--- src/rtl/xm_test_pkg.sv ---
// Shared types for the Wishbone memory exerciser: operation modes, FSM states
// and byte-lane helpers.
package xm_test_pkg;

  typedef enum logic [1:0] {
    READ1       = 2'd0,
    WRITE1      = 2'd1,
    FILL        = 2'd2,
    FILL_VERIFY = 2'd3
  } mode_t;

  typedef enum logic [2:0] {
    IDLE   = 3'd0,
    WR     = 3'd1,
    WR_GAP = 3'd2,
    RD     = 3'd3,
    RD_GAP = 3'd4,
    DONE   = 3'd5
  } state_t;

  localparam int unsigned DATA_W = 16;
  localparam int unsigned SEL_W  = DATA_W / 8;

  // Byte-lane count for an arbitrary data width.
  function automatic int unsigned sel_width(input int unsigned data_w);
    return data_w / 8;
  endfunction

endpackage

--- src/rtl/wb_timeout_counter.sv ---
// Counts consecutive cycles of an unacknowledged bus strobe and flags when the
// programmed limit is reached.
module wb_timeout_counter #(
  parameter int unsigned TIMEOUT = 255
) (
  input  logic clk_i,
  input  logic arst_ni,
  input  logic run_i,
  input  logic clr_i,
  output logic expired_o
);

  localparam int unsigned CW = (TIMEOUT < 2) ? 1 : $clog2(TIMEOUT + 1);

  logic [CW-1:0] cnt_q;

  // Counter value equals the number of strobe cycles already spent waiting.
  always_ff @(posedge clk_i or negedge arst_ni) begin
    if (!arst_ni) begin
      cnt_q <= '0;
    end else if (clr_i || !run_i) begin
      cnt_q <= '0;
    end else begin
      cnt_q <= cnt_q + CW'(1);
    end
  end

  // An ack in the same cycle suppresses expiry so the ack wins.
  assign expired_o = run_i && !clr_i && (cnt_q == CW'(TIMEOUT - 1));

endmodule

--- src/rtl/wb_mem_exerciser.sv ---
// Wishbone classic master that reads, writes, fills or fill-verifies a memory
// window, tracking mismatches and bus timeouts.
module wb_mem_exerciser
  import xm_test_pkg::*;
#(
  parameter int unsigned DATA_W  = 16,
  parameter int unsigned ADR_W   = 16,
  parameter int unsigned CNT_W   = 16,
  parameter int unsigned TIMEOUT = 255
) (
  input  logic                  clk_i,
  input  logic                  arst_ni,
  input  logic                  start_i,
  input  logic [1:0]            mode_i,
  input  logic [ADR_W-1:0]      base_adr_i,
  input  logic [CNT_W-1:0]      count_i,
  input  logic [DATA_W-1:0]     pattern_i,
  output logic                  busy_o,
  output logic                  done_o,
  output logic                  timeout_o,
  output logic [CNT_W-1:0]      err_cnt_o,
  output logic [ADR_W-1:0]      fail_adr_o,
  output logic [DATA_W-1:0]     last_dat_o,
  input  logic                  ack_i,
  input  logic [DATA_W-1:0]     dat_i,
  output logic                  we_o,
  output logic                  stb_o,
  output logic                  cyc_o,
  output logic [DATA_W/8-1:0]   sel_o,
  output logic [ADR_W-1:0]      adr_o,
  output logic [DATA_W-1:0]     dat_o
);

  localparam int unsigned      SEL_N    = sel_width(DATA_W);
  localparam logic [ADR_W-1:0] ADR_STEP = ADR_W'(SEL_N);
  localparam logic [ADR_W-1:0] ADR_MASK = ~ADR_W'(SEL_N - 1);

  state_t            state_q;
  mode_t             mode_q;
  logic [CNT_W-1:0]  cnt_q;
  logic [CNT_W-1:0]  k_q;
  logic [ADR_W-1:0]  base_q;
  logic [DATA_W-1:0] exp_q;

  mode_t             start_mode_c;
  logic [CNT_W-1:0]  start_cnt_c;
  logic [ADR_W-1:0]  start_adr_c;
  logic              tmo_run_c;
  logic              tmo_expired_c;
  logic              mismatch_c;

  assign start_mode_c = mode_t'(mode_i);
  assign start_adr_c  = base_adr_i & ADR_MASK;
  assign tmo_run_c    = (state_q == WR) || (state_q == RD);
  assign mismatch_c   = (mode_q == FILL_VERIFY) && (dat_i != exp_q);

  // Single-word modes ignore the requested count.
  always_comb begin
    start_cnt_c = count_i;
    if (start_mode_c == READ1 || start_mode_c == WRITE1) begin
      start_cnt_c = CNT_W'(1);
    end
  end

  wb_timeout_counter #(
    .TIMEOUT (TIMEOUT)
  ) u_timeout (
    .clk_i     (clk_i),
    .arst_ni   (arst_ni),
    .run_i     (tmo_run_c),
    .clr_i     (ack_i),
    .expired_o (tmo_expired_c)
  );

  always_ff @(posedge clk_i or negedge arst_ni) begin
    if (!arst_ni) begin
      state_q    <= IDLE;
      mode_q     <= READ1;
      cnt_q      <= '0;
      k_q        <= '0;
      base_q     <= '0;
      exp_q      <= '0;
      busy_o     <= 1'b0;
      done_o     <= 1'b0;
      timeout_o  <= 1'b0;
      err_cnt_o  <= '0;
      fail_adr_o <= '0;
      last_dat_o <= '0;
      we_o       <= 1'b0;
      stb_o      <= 1'b0;
      cyc_o      <= 1'b0;
      sel_o      <= '0;
      adr_o      <= '0;
      dat_o      <= '0;
    end else begin
      done_o <= 1'b0;
      case (state_q)
        IDLE: begin
          if (start_i) begin
            mode_q     <= start_mode_c;
            cnt_q      <= start_cnt_c;
            k_q        <= '0;
            base_q     <= start_adr_c;
            exp_q      <= pattern_i;
            busy_o     <= 1'b1;
            timeout_o  <= 1'b0;
            err_cnt_o  <= '0;
            fail_adr_o <= '0;
            adr_o      <= start_adr_c;
            dat_o      <= pattern_i;
            if (start_cnt_c == '0) begin
              state_q <= DONE;
            end else begin
              cyc_o   <= 1'b1;
              stb_o   <= 1'b1;
              sel_o   <= '1;
              we_o    <= (start_mode_c != READ1);
              state_q <= (start_mode_c == READ1) ? RD : WR;
            end
          end
        end

        WR: begin
          if (ack_i) begin
            cyc_o   <= 1'b0;
            stb_o   <= 1'b0;
            k_q     <= k_q + CNT_W'(1);
            adr_o   <= adr_o + ADR_STEP;
            dat_o   <= dat_o + DATA_W'(1);
            state_q <= WR_GAP;
          end else if (tmo_expired_c) begin
            cyc_o     <= 1'b0;
            stb_o     <= 1'b0;
            we_o      <= 1'b0;
            timeout_o <= 1'b1;
            if (err_cnt_o == '0) fail_adr_o <= adr_o;
            state_q   <= DONE;
          end
        end

        WR_GAP: begin
          if (k_q < cnt_q) begin
            cyc_o   <= 1'b1;
            stb_o   <= 1'b1;
            state_q <= WR;
          end else if (mode_q == FILL_VERIFY) begin
            // Readback sweep restarts from the window base.
            k_q     <= '0;
            adr_o   <= base_q;
            we_o    <= 1'b0;
            cyc_o   <= 1'b1;
            stb_o   <= 1'b1;
            state_q <= RD;
          end else begin
            we_o    <= 1'b0;
            state_q <= DONE;
          end
        end

        RD: begin
          if (ack_i) begin
            cyc_o      <= 1'b0;
            stb_o      <= 1'b0;
            last_dat_o <= dat_i;
            k_q        <= k_q + CNT_W'(1);
            adr_o      <= adr_o + ADR_STEP;
            exp_q      <= exp_q + DATA_W'(1);
            if (mismatch_c) begin
              if (err_cnt_o != '1) err_cnt_o <= err_cnt_o + CNT_W'(1);
              if (err_cnt_o == '0) fail_adr_o <= adr_o;
            end
            state_q <= RD_GAP;
          end else if (tmo_expired_c) begin
            cyc_o     <= 1'b0;
            stb_o     <= 1'b0;
            timeout_o <= 1'b1;
            if (err_cnt_o == '0) fail_adr_o <= adr_o;
            state_q   <= DONE;
          end
        end

        RD_GAP: begin
          if (k_q < cnt_q) begin
            cyc_o   <= 1'b1;
            stb_o   <= 1'b1;
            state_q <= RD;
          end else begin
            state_q <= DONE;
          end
        end

        DONE: begin
          done_o  <= 1'b1;
          busy_o  <= 1'b0;
          we_o    <= 1'b0;
          sel_o   <= '0;
          state_q <= IDLE;
        end

        default: state_q <= IDLE;
      endcase
    end
  end

endmodule

--- config.mk ---
export PLATFORM = sky130hd
export DESIGN_NAME = wb_mem_exerciser
export DESIGN_NICKNAME = d
export VERILOG_FILES = /design/src/rtl/xm_test_pkg.sv /design/src/rtl/wb_timeout_counter.sv /design/src/rtl/wb_mem_exerciser.sv
export SDC_FILE = /design/constraint.sdc
export NUM_CORES = 1
export LEC_CHECK = 0
export CORE_ASPECT_RATIO = 1.2
export CORE_MARGIN = 2
export CORE_UTILIZATION = 58
export DETAILED_ROUTE_END_ITERATION = 12
export PLACE_DENSITY = 0.87
export SLEW_MARGIN = 25
export SYNTH_ARGS = -nofsm -noshare
export SYNTH_HDL_FRONTEND = slang
export SYNTH_HIERARCHICAL = 1
export SYNTH_SLANG_ARGS = --single-unit
--- constraint.sdc ---
create_clock -name clk_i -period 4.5 [get_ports clk_i]
set_input_delay 0.9 -clock clk_i [delete_from_list [all_inputs] [get_ports clk_i]]
set_output_delay 0.9 -clock clk_i [all_outputs]
set_load 0.03 [all_outputs]
==> out/results.tsv, run 1 <==
stage	metric	value	unit
run_status	status	finished, final reports clean	
layout	n_antenna_cell	0	
floorplan	ios	158	
power_and_ir_drop	ir_drop	0.406	mV
clock_network	clockBufferDepth	2	
synth	synth_nets	1109	
layout	final_common_cell	dfrtp_1	
synth	yosys_warnings	6	
place	place_inst	1332	
clock_network	cts_buffers	17	
worst_hold_path	hp-class	reg -> reg	
worst_setup_path	crit_path_max_fanout	18	
timing	tightestPinTransition	884	ps
layout	area_growth	26.0	%
timing	rsz0062_at_grt	no	
clock_network	cts_tree	built	
clock_network	clock_latency	430	ps
synth	synthCells	1016	
clock_network	clkSlewWorstSetupHoldPaths	60	ps
layout	final_cell_mix	161 x dfrtp_1, 154 x clkdlybuf4s50_1, 130 x nand2_1, 112 x o21ai_0, 87 x a21oi_1	
floorplan	dieWidth	117	um
power_and_ir_drop	pwr_density_cell	679	nW/um^2
worst_setup_path	cp-end-kind	flop	
floorplan	die_y	139	um
worst_setup_path	start_kind	primary input	
routing	drt_iter0_drc	721	
global_routing	grt_max_degree	110	
floorplan	die_area	16300	um^2
timing	fin_crit	3030	ps
timing	fin_crit_sh	67.3	%
worst_setup_path	criticalPathCategory	in -> reg	
synth	avgSynthCellArea	8.70	um^2
worst_setup_path	crit_arrival	3340	ps
global_routing	grt_use_total	31.7	%
worst_setup_path	reg2reg_slack	1560	ps
layout	drive_above_1_share	6.72	%
worst_setup_path	cp.required	4810	ps
routing	routed_wl	25.2	mm
floorplan	placementRows	49	
global_routing	grt_pass1_vias	8327	
clock_network	cts_max_level	4	
timing	clock.fmax	0.330	GHz
global_routing	antenna_found_initial	0	
floorplan	coreArea	15000	um^2
power_and_ir_drop	leakagePower	0.00465	uW
global_routing	grt_first_pass_wirelength	41.0	mm
routing	route.vias.total	8502	
worst_hold_path	worstHoldStart	base_q[2]	
place	portBuffers	155	
clock_network	cts_resized	0	
routing	first_pass_iters	6	
routing	avgViaCountPerCell	6.23	
clock_network	root_buffer	clkbuf_16	
timing	slew_violations	0	
routing	ant_nets	0	
synth	synth_edf_count	0	
routing	wl_per_cell	18.5	um
timing	slew_headroom	41.1	%
synth	ys_seq_area_share	45.6	%
layout	fin_cells	1364	
clock_network	cts_setup_buffers	0	
synth	async_flop_share	100	%
clock_network	clock_sinks	161	
place	dp_hpwl	17.3	mm
place	place.gp.congestion	0.946	
synth	ys_seq_elements	161	
timing	hold_viol_final	0	
synth	syn-cell-area	8840	um^2
routing	remaining_drc_errors	0	
synth	synth_cell_types	66	
floorplan	start_util	59.1	%
timing	tns	0	ps
flow_run	drv_cap	0	
timing	fin_worst_skew	9.80	ps
clock_network	hold_buffers	0	
global_routing	grt_overflow_total	0	
synth	synth_ff_type	dfrtp_1	
timing	setup_violations	0	
worst_setup_path	cp-startpoint	ack_i	
worst_setup_path	crit-reg2reg-launch	state_q[1]	
layout	nets	1240	
-- logic make-up after synthesis --
logic type / after synthesis / synth area share, %
AND/OR/NAND/NOR: 396 / 21.6
multiplexers: 19 / 2.39
flip-flops: 161 / 45.6
other: 1 / 0.0424
AO/OA/AOI/OAI: 306 / 20.9
buffers and inverters: 89 / 4.22
XOR/XNOR: 21 / 2.08
adder cells (fa/ha/maj): 23 / 3.25
-- state kept, by name (all words and copies together) (netlist names) --
signal           flops
adr_o               15
base_q              15
busy_o               1
cnt_q               16
cyc_o                1
dat_o               16
done_o               1
err_cnt_o           16
exp_q               16
fail_adr_o          16
k_q                 16
last_dat_o          16
mode_q               2
sel_o                1
state_q              3
timeout_o            1
u_timeout/cnt_q      8
we_o                 1
-- per-stage QoR --
| stage | hold WS (ps) | cell area, um^2 | utilization (%) | setup slack [ps] | power (uW) |
|---|---|---|---|---|---|
| global placement | 453 | 10500 | 70.4 | 1080 | 5860 |
| detailed placement | 456 | 10500 | 70.4 | 1080 | 5990 |
| CTS | 472 | 11100 | 74.4 | 1550 | 7540 |
| global route | 506 | 11100 | 74.5 | 1330 | 8010 |
| finish | 469 | 11100 | 74.5 | 1470 | 7560 |
| floorplan | 439 | 8840 | - | 1680 | 4740 |
-- path summary, 6_finish.rpt --
check,end,cells after the start
worst min-delay path,base_q[2],2
min in group asynchronous,last_dat_o[0],1
worst min register to register,base_q[2],2
worst max register to register,err_cnt_o[14],6
worst max-delay path,k_q[12],5
max in group asynchronous,fail_adr_o[2],2
-- per-layer routing --
layer / GRT usage [%] / part of all wire, % / up-vias
li1: - / - / 3920
met1: 39.1 / 39 / 4130
met2: 54.0 / 51 / 381
met3: 4.79 / 6.3 / 71
met4: 15.1 / 3.8 / 0
met5: 0 / 0 / -
-- where the power goes --
part | internal (uW) | switching, uW | leakage [uW]
sequential | 1980 | 567 | 0.00204
combinational | 1360 | 2140 | 0.00232
clock | 877 | 632 | 0.000282
total | 4220 | 3340 | 0.00465
-- synth_stat cells, drive strengths merged, types with 3 or more instances --
library cell | count | area [um^2]
a211oi | 7 | 52.6
a21o | 4 | 30.0
a21oi | 88 | 444
a221oi | 8 | 70.1
a22o | 14 | 123
a31oi | 14 | 87.6
and2 | 11 | 68.8
and3 | 16 | 100
and4 | 4 | 35.0
buf | 28 | 143
clkbuf | 29 | 110
dfrtp | 161 | 4030
ha | 23 | 288
inv | 32 | 120
mux2 | 17 | 191
nand2 | 130 | 488
nand2b | 12 | 77.6
nand3 | 60 | 315
nand4 | 15 | 93.8
nor2 | 78 | 295
nor2b | 16 | 108
nor3 | 18 | 90.1
nor3b | 3 | 22.5
nor4 | 13 | 81.3
o211ai | 4 | 30.0
o21a | 5 | 37.5
o21ai | 112 | 561
o22ai | 14 | 87.6
o2bb2ai | 3 | 26.3
o31ai | 9 | 67.6
or3 | 14 | 87.6
xnor2 | 3 | 26.3
xor2 | 18 | 158
-- critical path: stages --
cell	delay [ps]
clkdlybuf4s50_1	850
nand2_1	220
a21oi_2	440
nand2b_1	500
a211o_1	420
-- final cells by class --
class	count	area (um^2)
inverters	32	120
repair buffers	169	1670
clock buffers	17	425
clock inverters	15	185
well taps	204	255
fillers	1161	3820
multi-input cells	766	4450
flip-flops and latches	161	4030
(Power assumes the default switching activity.)
==> run 2: changes to the inputs <==
CORE_UTILIZATION = 53   (was 58)
PLACE_DENSITY = 0.8   (was 0.87)
clock period = 3 ns   (was 4.5 ns; I/O delays follow)
==> out/results.tsv, run 2 (synthesis gave the netlist of run 1 again) <==
stage	metric	value	unit	change
clock_network	clock_sinks	161		unchanged
clock_network	cts_resized	0		unchanged
layout	n_fill_cell	1294		was 1161
routing	wl_per_cell	17.8	um	was 18.5 um
layout	multi_input_area	4450	um^2	about the same
layout	final_common_cell	dfrtp_1		unchanged
floorplan	coreArea	16300	um^2	was 15000 um^2
layout	drive_above_1_share	7.92	%	was 6.72%
flow_run	drv_cap	0		unchanged
worst_setup_path	criticalPathCategory	reg -> reg		was in -> reg
worst_setup_path	cp.required	3360	ps	was 4810 ps
clock_network	clock_latency	430	ps	about the same
clock_network	clkSlewWorstSetupHoldPaths	70	ps	was 60 ps
clock_network	cts_buffers	17		unchanged
routing	drt_iter0_drc	716		was 721
timing	fin_worst_skew	8.00	ps	was 9.80 ps
layout	final-seq-area	4030	um^2	unchanged
layout	n_antenna_cell	0		unchanged
floorplan	dieWidth	122	um	was 117 um
layout	nets	1254		was 1240
timing	setup_violations	0		unchanged
floorplan	placementRows	51		was 49
worst_setup_path	crit-reg2reg-launch	state_q[1]		unchanged
floorplan	ios	158		unchanged
floorplan	die_area	17700	um^2	was 16300 um^2
layout	final_cell_mix	161 x dfrtp_1, 154 x clkdlybuf4s50_1, 130 x nand2_1, 112 x o21ai_0, 87 x a21oi_1		unchanged
global_routing	antenna_found_initial	0		unchanged
timing	tns	0	ps	unchanged
global_routing	grt_max_degree	69		was 110
worst_setup_path	crit_path_max_fanout	14		was 18
clock_network	cts_setup_buffers	0		unchanged
place	place.gp.congestion	0.902		was 0.946
power_and_ir_drop	leakagePower	0.00472	uW	was 0.00465 uW
worst_setup_path	start_kind	flop		was primary input
place	place_ws	19.2	ps	was 1080 ps
clock_network	clockBufferDepth	2		unchanged
worst_hold_path	hp-class	in -> async		was reg -> reg
worst_setup_path	r2r_cells	6		unchanged
clock_network	root_buffer	clkbuf_16		unchanged
worst_setup_path	critPathBufInv	0		was 1
timing	slew_headroom	49.1	%	was 41.1%
layout	area_growth	27.2	%	was 26.0%
layout	fin_util	69.2	%	was 74.5%
power_and_ir_drop	pwr_density_cell	1000	nW/um^2	was 679 nW/um^2
global_routing	grt_first_pass_wirelength	39.6	mm	was 41.0 mm
worst_setup_path	path_cells	nor2b_4 > nand3_2 > a41oi_2 > nand4_1 > or3_1 > a21oi_1		was clkdlybuf4s50_1 > nand2_1 > a21oi_2 > nand2b_1 > a211o_1
global_routing	grt_overflow_total	0		unchanged
timing	tightestPinTransition	764	ps	was 884 ps
place	portBuffers	155		unchanged
timing	clock.fmax	0.370	GHz	
clock_network	cts_max_level	4		unchanged
worst_setup_path	cp-end-kind	flop		unchanged
timing	fin_crit_sh	90.2	%	
timing	hold_viol_final	0		unchanged
floorplan	start_util	54.3	%	was 59.1%
routing	route.vias.total	8276		was 8502
timing	worst_slack	295	ps	was 1470 ps
timing	rsz0062_at_grt	no		unchanged
worst_setup_path	critPathMaxStageDelay	630	ps	was 850 ps
routing	ant_nets	0		unchanged
clock_network	cts_tree	built		unchanged
routing	avgViaCountPerCell	5.97		was 6.23
worst_setup_path	cp.depth	6		was 5
power_and_ir_drop	ir_drop	0.522	mV	was 0.406 mV
timing	slew_violations	0		unchanged
routing	remaining_drc_errors	0		unchanged
place	place_inst	1354		was 1332
layout	fin_cells	1386		was 1364
timing	hold_ws	165	ps	was 469 ps
worst_setup_path	crit_arrival	3060	ps	was 3340 ps
routing	routed_wl	24.7	mm	was 25.2 mm
worst_setup_path	critPathSlowestCell	dfrtp_1		was clkdlybuf4s50_1
routing	first_pass_iters	5		was 6
global_routing	grt_pass1_vias	7967		was 8327
floorplan	die_y	146	um	was 139 um
run_status	status	finished, final reports clean		unchanged
worst_setup_path	r2r_end	err_cnt_o[10]		was err_cnt_o[14]
place	dp_hpwl	17.4	mm	was 17.3 mm
worst_setup_path	reg2reg_slack	290	ps	was 1560 ps
worst_setup_path	crit_family	simple AND/OR/NAND/NOR gates		was compound AO/OA/AOI/OAI gates
global_routing	grt_use_total	27.8	%	was 31.7%
timing	fin_crit	2710	ps	
clock_network	hold_buffers	0		unchanged
## run 2: cell count changes in the layout (fill, tap and decap cells not counted), sizes merged
cell | previous run | this run
buf | 14 | 29
clkinvlp | 5 | 4
inv | 34 | 35
bufinv | 3 | 2
## run 2: worst register-to-register path, cell delays in order (launching register included)
cell	delay [ps]
dfrtp_1	630
nor2b_4	490
nand3_2	220
a41oi_2	270
nand4_1	400
or3_1	490
a21oi_1	140
## run 2: where the power goes
part / internal, uW / total (uW) / switching [uW]
sequential: 2970 / 3770 / 803
clock: 1260 / 2190 / 929
combinational: 2120 / 5350 / 3230
total: 6340 / 11300 / 4960
## run 2: routing by layer
| layer | wire length (um) | track usage (%) | vias up |
|---|---|---|---|
| li1 | - | - | 3952 |
| met1 | 10400 | 36.7 | 3977 |
| met2 | 12100 | 45.5 | 302 |
| met3 | 1550 | 4.58 | 45 |
| met4 | 677 | 11.1 | 0 |
| met5 | 0 | 0 | - |
## run 2: metrics by stage
stage	cell area [um^2]	power (uW)
finish	11300	11300
global route	11300	12000
CTS	11200	11300
detailed placement	10700	9090
global placement	10700	8920
floorplan	8840	7110
## run 2: final cells by class
type	instances	share of cell area, %
timing repair buffer	183	15.9
tap	212	2.36
multi-input combinational	766	39.6
sequential	161	35.8
clock buffer	18	3.90
inverter	32	1.07
clock inverter	14	1.39
## run 2: worst max-delay path by stage
stage,startpoint,end,slack [ps]
floorplan,state_q[2],fail_adr_o[9],180
global placement,ack_i,fail_adr_o[8],100
detailed placement,ack_i,fail_adr_o[12],20
CTS,state_q[1],err_cnt_o[10],290
global route,state_q[1],err_cnt_o[10],100
finish,state_q[1],err_cnt_o[10],290
==> run 3: changes to the inputs <==
CORE_ASPECT_RATIO = unset   (was 1.2)
CORE_UTILIZATION = 64   (was 53)
DONT_BUFFER_PORTS = 1   (was unset)
TNS_END_PERCENT = 1   (was unset)
==> out/results.tsv, run 3 (synthesis gave the netlist of run 1 again) <==
stage	metric	value	unit	change
routing	route.vias.total	7735		was 8276
timing	fin_crit	2590	ps	was 2710 ps
global_routing	grt_max_degree	162		was 69
worst_setup_path	criticalPathCategory	reg -> reg		unchanged
timing	tightestPinTransition	748	ps	was 764 ps
floorplan	start_util	66.3	%	was 54.3%
floorplan	placementRows	42		was 51
timing	rsz0062_at_grt	no		unchanged
routing	ant_nets	0		unchanged
layout	final_common_cell	dfrtp_1		unchanged
clock_network	clock_sinks	161		unchanged
timing	clock.fmax	0.386	GHz	was 0.370 GHz
timing	tns	0	ps	unchanged
timing	fin_crit_sh	86.4	%	was 90.2%
layout	final_cell_mix	161 x dfrtp_1, 130 x nand2_1, 112 x o21ai_0, 87 x a21oi_1, 77 x nor2_1		was 161 x dfrtp_1, 154 x clkdlybuf4s50_1, 130 x nand2_1, 112 x o21ai_0, 87 x a21oi_1
timing	hold_ws	-132	ps	was 165 ps
routing	wl_per_cell	19.3	um	was 17.8 um
clock_network	clockBufferDepth	2		unchanged
place	place_ws	222	ps	was 19.2 ps
worst_setup_path	crit_path_max_fanout	37		was 14
layout	n_antenna_cell	0		unchanged
power_and_ir_drop	leakagePower	0.00413	uW	was 0.00472 uW
worst_hold_path	hp-class	in -> async		unchanged
power_and_ir_drop	swShare	45.5	%	was 43.9%
timing	slew_violations	0		unchanged
global_routing	met1_usage	41.5	%	was 36.7%
clock_network	cts_tree	built		unchanged
worst_setup_path	crit_arrival	2930	ps	was 3060 ps
timing	slew_headroom	50.1	%	was 49.1%
global_routing	grt_pass1_vias	7341		was 7967
floorplan	coreArea	13300	um^2	was 16300 um^2
worst_setup_path	start_kind	flop		unchanged
clock_network	cts_setup_buffers	0		unchanged
layout	drive_above_1_share	8.56	%	was 7.92%
timing	worst_slack	407	ps	was 295 ps
power_and_ir_drop	internal_power	5640	uW	was 6340 uW
global_routing	grt_first_pass_wirelength	37.1	mm	was 39.6 mm
clock_network	root_buffer	clkbuf_16		unchanged
place	place.gp.congestion	0.895		was 0.902
power_and_ir_drop	seqPwrFrac	44.7	%	was 33.3%
global_routing	grt_overflow_total	0		unchanged
run_status	status	finished, violations left		was finished, final reports clean
routing	first_pass_iters	5		unchanged
flow_run	drv_cap	0		unchanged
clock_network	cts_buffers	17		unchanged
clock_network	clkSlewWorstSetupHoldPaths	60	ps	was 70 ps
power_and_ir_drop	pwr-share-clk	21.3	%	was 19.3%
worst_setup_path	cp-end-kind	flop		unchanged
layout	nets	1097		was 1254
place	placed_area	9020	um^2	was 10700 um^2
routing	avgViaCountPerCell	6.49		was 5.97
timing	hold_viol_final	161		was 0
global_routing	top_usage_layer	met2		unchanged
floorplan	dieWidth	122	um	about the same
timing	setup_violations	0		unchanged
power_and_ir_drop	comb_power_share	34.0	%	was 47.3%
routing	routed_wl	23.0	mm	was 24.7 mm
power_and_ir_drop	pwr_density_cell	1080	nW/um^2	was 1000 nW/um^2
global_routing	grt_use_total	31.9	%	was 27.8%
global_routing	grt_use_met2	52.0	%	was 45.5%
layout	design_area	9610	um^2	was 11300 um^2
power_and_ir_drop	finalPower	10300	uW	was 11300 uW
layout	n_fill_cell	1053		was 1294
place	portBuffers	0		was 155
global_routing	antenna_found_initial	0		unchanged
power_and_ir_drop	p_sw	4700	uW	was 4960 uW
timing	fin_worst_skew	7.01	ps	was 8.00 ps
floorplan	die_area	14800	um^2	was 17700 um^2
floorplan	die_y	122	um	was 146 um
run_status	violations	hold timing		
clock_network	cts_max_level	4		unchanged
clock_network	cts_resized	0		unchanged
layout	area_growth	8.72	%	was 27.2%
floorplan	ios	158		unchanged
place	dp_hpwl	15.9	mm	was 17.4 mm
worst_setup_path	cp.required	3340	ps	was 3360 ps
clock_network	clock_latency	430	ps	about the same
global_routing	grt_use_met3	8.38	%	was 4.58%
routing	remaining_drc_errors	0		unchanged
power_and_ir_drop	ir_drop	0.612	mV	was 0.522 mV
routing	drt_iter0_drc	894		was 716
==> run 3: per-stage QoR <==
stage	util (%)	instances
final	72.0	1192
after global placement	67.5	1161
after CTS	72.0	1192
after global routing	72.0	1192
after detailed placement	67.5	1161
after floorplan	-	1016
==> run 3: final cells by class <==
cell class                 count  area (um^2)  area share (%)
clock buffer                  21          460            4.79
clock inverter                10          135            1.41
inverter                      32          120            1.25
multi-input combinational    766         4450            46.3
sequential                   161         4030            41.9
tap                          176          220            2.29
timing repair buffer          26          195            2.03
==> run 3: path summary, 6_finish.rpt <==
kind | start | end | slack (ps) | depth (start not counted)
setup / recovery | state_q[0] | k_q[6] | 410 | 9
setup reg to reg | state_q[0] | k_q[6] | 410 | 9
min in group clk_i | base_adr_i[14] | base_q[14] | 270 | 2
hold / removal | arst_ni | cnt_q[12] | -130 | 0
max in group asynchronous | arst_ni | base_q[12] | 2940 | 0
hold reg to reg | base_q[2] | base_q[2] | 470 | 2
==> run 3: critical path, stage by stage, from the launching register on <==
cell and delay (ps):
dfrtp_1 370, buf_4 270, nor2_1 410, nand3b_1 160, a211oi_1 250, o21a_1 340
buf_4 270, nor2_2 70, buf_4 180, a31oi_1 190
==> run 3: power by group through the flow <==
| stage | Combinational, uW | Sequential, uW | Clock, uW |
|---|---|---|---|
| 3_3_place_gp | 3320 | 4620 | 0 |
| 2_1_floorplan | 2760 | 4350 | 0 |
| 4_1_cts | 3480 | 4610 | 2220 |
| 6_report | 3510 | 4620 | 2200 |
| 5_1_grt | 3970 | 4740 | 2310 |
| 3_5_place_dp | 3450 | 4640 | 0 |
==> run 3: routing by layer <==
layer  vias up  wire length, um
li1       3636                -
met1      3712             9380
met2       336            11200
met3        51             1910
met4         0              521
met5         -                0
==> RTL edit: new RTL, settings of run 2 <==
`ADR_W`: 16 -> 12.
--- a/src/rtl/wb_mem_exerciser.sv
+++ b/src/rtl/wb_mem_exerciser.sv
@@ -4,7 +4,7 @@
   import xm_test_pkg::*;
 #(
   parameter int unsigned DATA_W  = 16,
-  parameter int unsigned ADR_W   = 16,
+  parameter int unsigned ADR_W   = 12,
   parameter int unsigned CNT_W   = 16,
   parameter int unsigned TIMEOUT = 255
 ) (
Ports: changed (resized adr_o, base_adr_i and fail_adr_o); port bits go from 158 to 146. No check against the original RTL was run, so the function may have changed too.
==> RTL edit against run 2 <==
  * Power is 3.3% lower
  * Final area is 5.7% lower
  * Global-route usage is 0.11 points higher
  * Largest cell class unchanged
  * Non-clock buffer count is 11 lower
  * Routed wire length is 7.6% lower
  * Sequential cell count is 12 lower
  * Sequential power is 9.8% lower
  * Worst setup slack better by 0.19 ns
  * Area after synthesis is 7.0% lower
  * Critical endpoint is now k_q[9]$_DFFE_PN0P_
==> RTL edit: results (changes against run 2) <==
stage,metric,value,unit,change
clocking,clkTransAtPathRegs,0.06,ns,
final_layout,drive_gt1_frac,0.08029,,was 0.07922
pwr,vdd_drop_max,0.5741,mV,was 0.5221 mV
global_route,grt_antenna_before_repair,0,,unchanged
detailed_routing,firstDrtPassIters,7,,was 5
setup_path,arrival,2.87,ns,was 3.06 ns
global_route,first_global_vias,7376,,was 7967
clocking,postCtsSetupRepairBufs,0,,unchanged
global_route,track_usage,0.2792,,was 0.2781
synthesis,synth_flop_cell,dfrtp_1,,unchanged
synthesis,syn-num-nets,1039,,was 1109
global_route,grt_pass1_wl,37340,um,was 39650 um
final_layout,final_net_count,1172,,was 1254
setup_path,worst_path_max_delay_cell,dfrtp_1,,unchanged
sta,max_slew_margin,0.5169,,was 0.4906
run_status,outcome,finished clean,,unchanged
detailed_routing,totalWireLength,22820,um,was 24700 um
synthesis,ys_seq_area_frac,0.4535,,was 0.4556
placement,io_buffers,143,,was 155
clocking,cts_buffers,17,,unchanged
pwr,leakagePower,4.592,nW,was 4.718 nW
clocking,clock_latency,0.43,ns,about the same
setup_path,critPathMaxStageDelay,0.42,ns,was 0.63 ns
synthesis,yosysWarnings,6,,unchanged
synthesis,synth_area_leaders,"dfrtp_1 (45%), o21ai_0 (5.8%), a21oi_1 (5.5%)",,"was dfrtp_1 (46%), o21ai_0 (6.3%), nand2_1 (5.5%)"
synthesis,ys_types,63,,was 66
clocking,cts_max_level,4,,unchanged
placement,hpwl,15930,um,was 17370 um
placement,routabilityCongestion,0.8862,,was 0.9017
placement,preCtsSetupSlack,0.09996,ns,was 0.01924 ns
synthesis,netlist_top_cells_count,"dfrtp_1 (149), nand2_1 (120), o21ai_0 (95)",,"was dfrtp_1 (161), nand2_1 (130), o21ai_0 (112)"
detailed_routing,dr.first_iter.drc_count,795,,was 716
detailed_routing,viasPerCell,6.042,,was 5.971
setup_path,crit_fanout,13,,was 14
final_layout,diodes,0,,unchanged
global_route,grt_max_degree,61,,was 69
synthesis,synthArstFlopShare,1.000,,unchanged
sta,fin_skew,0.008420,ns,was 0.008004 ns
clocking,cts_resized,0,,unchanged
clocking,clockBufferDepth,2,,unchanged
==> RTL edit: cell count changes in the layout (fill, tap and decap cells not counted), sizes merged, moves of 12 or more <==
cell,before,now
a22o,14,0
dfrtp,161,149
nor2,78,62
o21ai,112,96
clkdlybuf4s50,154,142
==> RTL edit: kinds of logic (layout without fill, tap and decap cells) <==
logic type | after synthesis | count (layout) | share of synthesized area
and+or+nand+nor | 351 | 351 | 0.2074
AOI/OAI and AO/OA | 281 | 281 | 0.1988
DFF | 149 | 149 | 0.4535
buffers and inverters | 97 | 243 | 0.04687
muxes | 29 | 29 | 0.03774
adders and majority gates | 23 | 23 | 0.03500
xor gates and xnor gates | 19 | 19 | 0.02024
other | 1 | 1 | 0.0004561
==> RTL edit: path summary, 6_finish.rpt <==
path / startpoint / endpoint / slack, ns / depth (start not counted)
worst max-delay path: k_q[2]$_DFFE_PN0P_ / k_q[9]$_DFFE_PN0P_ / 0.48 / 9
min in group clk_i: base_q[10]$_DFFE_PN0P_ / base_q[10]$_DFFE_PN0P_ / 0.48 / 2
worst max register to register: k_q[2]$_DFFE_PN0P_ / k_q[9]$_DFFE_PN0P_ / 0.48 / 9
max in group asynchronous: arst_ni / err_cnt_o[13]$_DFFE_PN0P_ / 2.14 / 2
worst min register to register: base_q[10]$_DFFE_PN0P_ / base_q[10]$_DFFE_PN0P_ / 0.48 / 2
worst min-delay path: arst_ni / fail_adr_o[8]$_DFFE_PN0P_ / 0.14 / 1
==> RTL edit: stage by stage <==
stage          utilization  cells  area [um2]
2_1_floorplan            -    950        8222
3_3_place_gp        0.6580   1268        9923
3_5_place_dp        0.6580   1268        9923
4_1_cts             0.7037   1300       10610
5_1_grt             0.7037   1300       10610
6_report            0.7037   1300       10610
==> RTL edit: power breakdown <==
part / total [mW] / internal (mW) / switching, mW
clock network: 2.49 / 1.63 / 0.866
logic: 5.04 / 1.97 / 3.07
registers: 3.40 / 2.75 / 0.650
total: 10.9 / 6.35 / 4.59
==> RTL edit: final cells by class <==
cell class	count	area [um2]
multi-input cells	704	4118
clock inverters	12	222.7
fillers	1164	4469
well taps	204	255.2
inverters	39	146.4
clock buffers	20	466.7
flip-flops and latches	149	3729
repair buffers	172	1675
==> RTL edit: layer usage <==
metal	track usage	up-vias	part of all wire
li1	-	3671	-
met1	0.3605	3808	0.41
met2	0.4755	327	0.51
met3	0.04560	49	0.062
met4	0.1008	0	0.027
met5	0	-	0
==> RTL edit: critical path: cells and delay by family (launching register included) <==
kind / cells / cell delay [ns]
AO/OA/AOI/OAI: 5 / 1.20
adder cells (fa/ha/maj): 1 / 0.30
buffers and inverters: 2 / 0.42
flip-flops: 1 / 0.42
AND/OR/NAND/NOR: 1 / 0.09
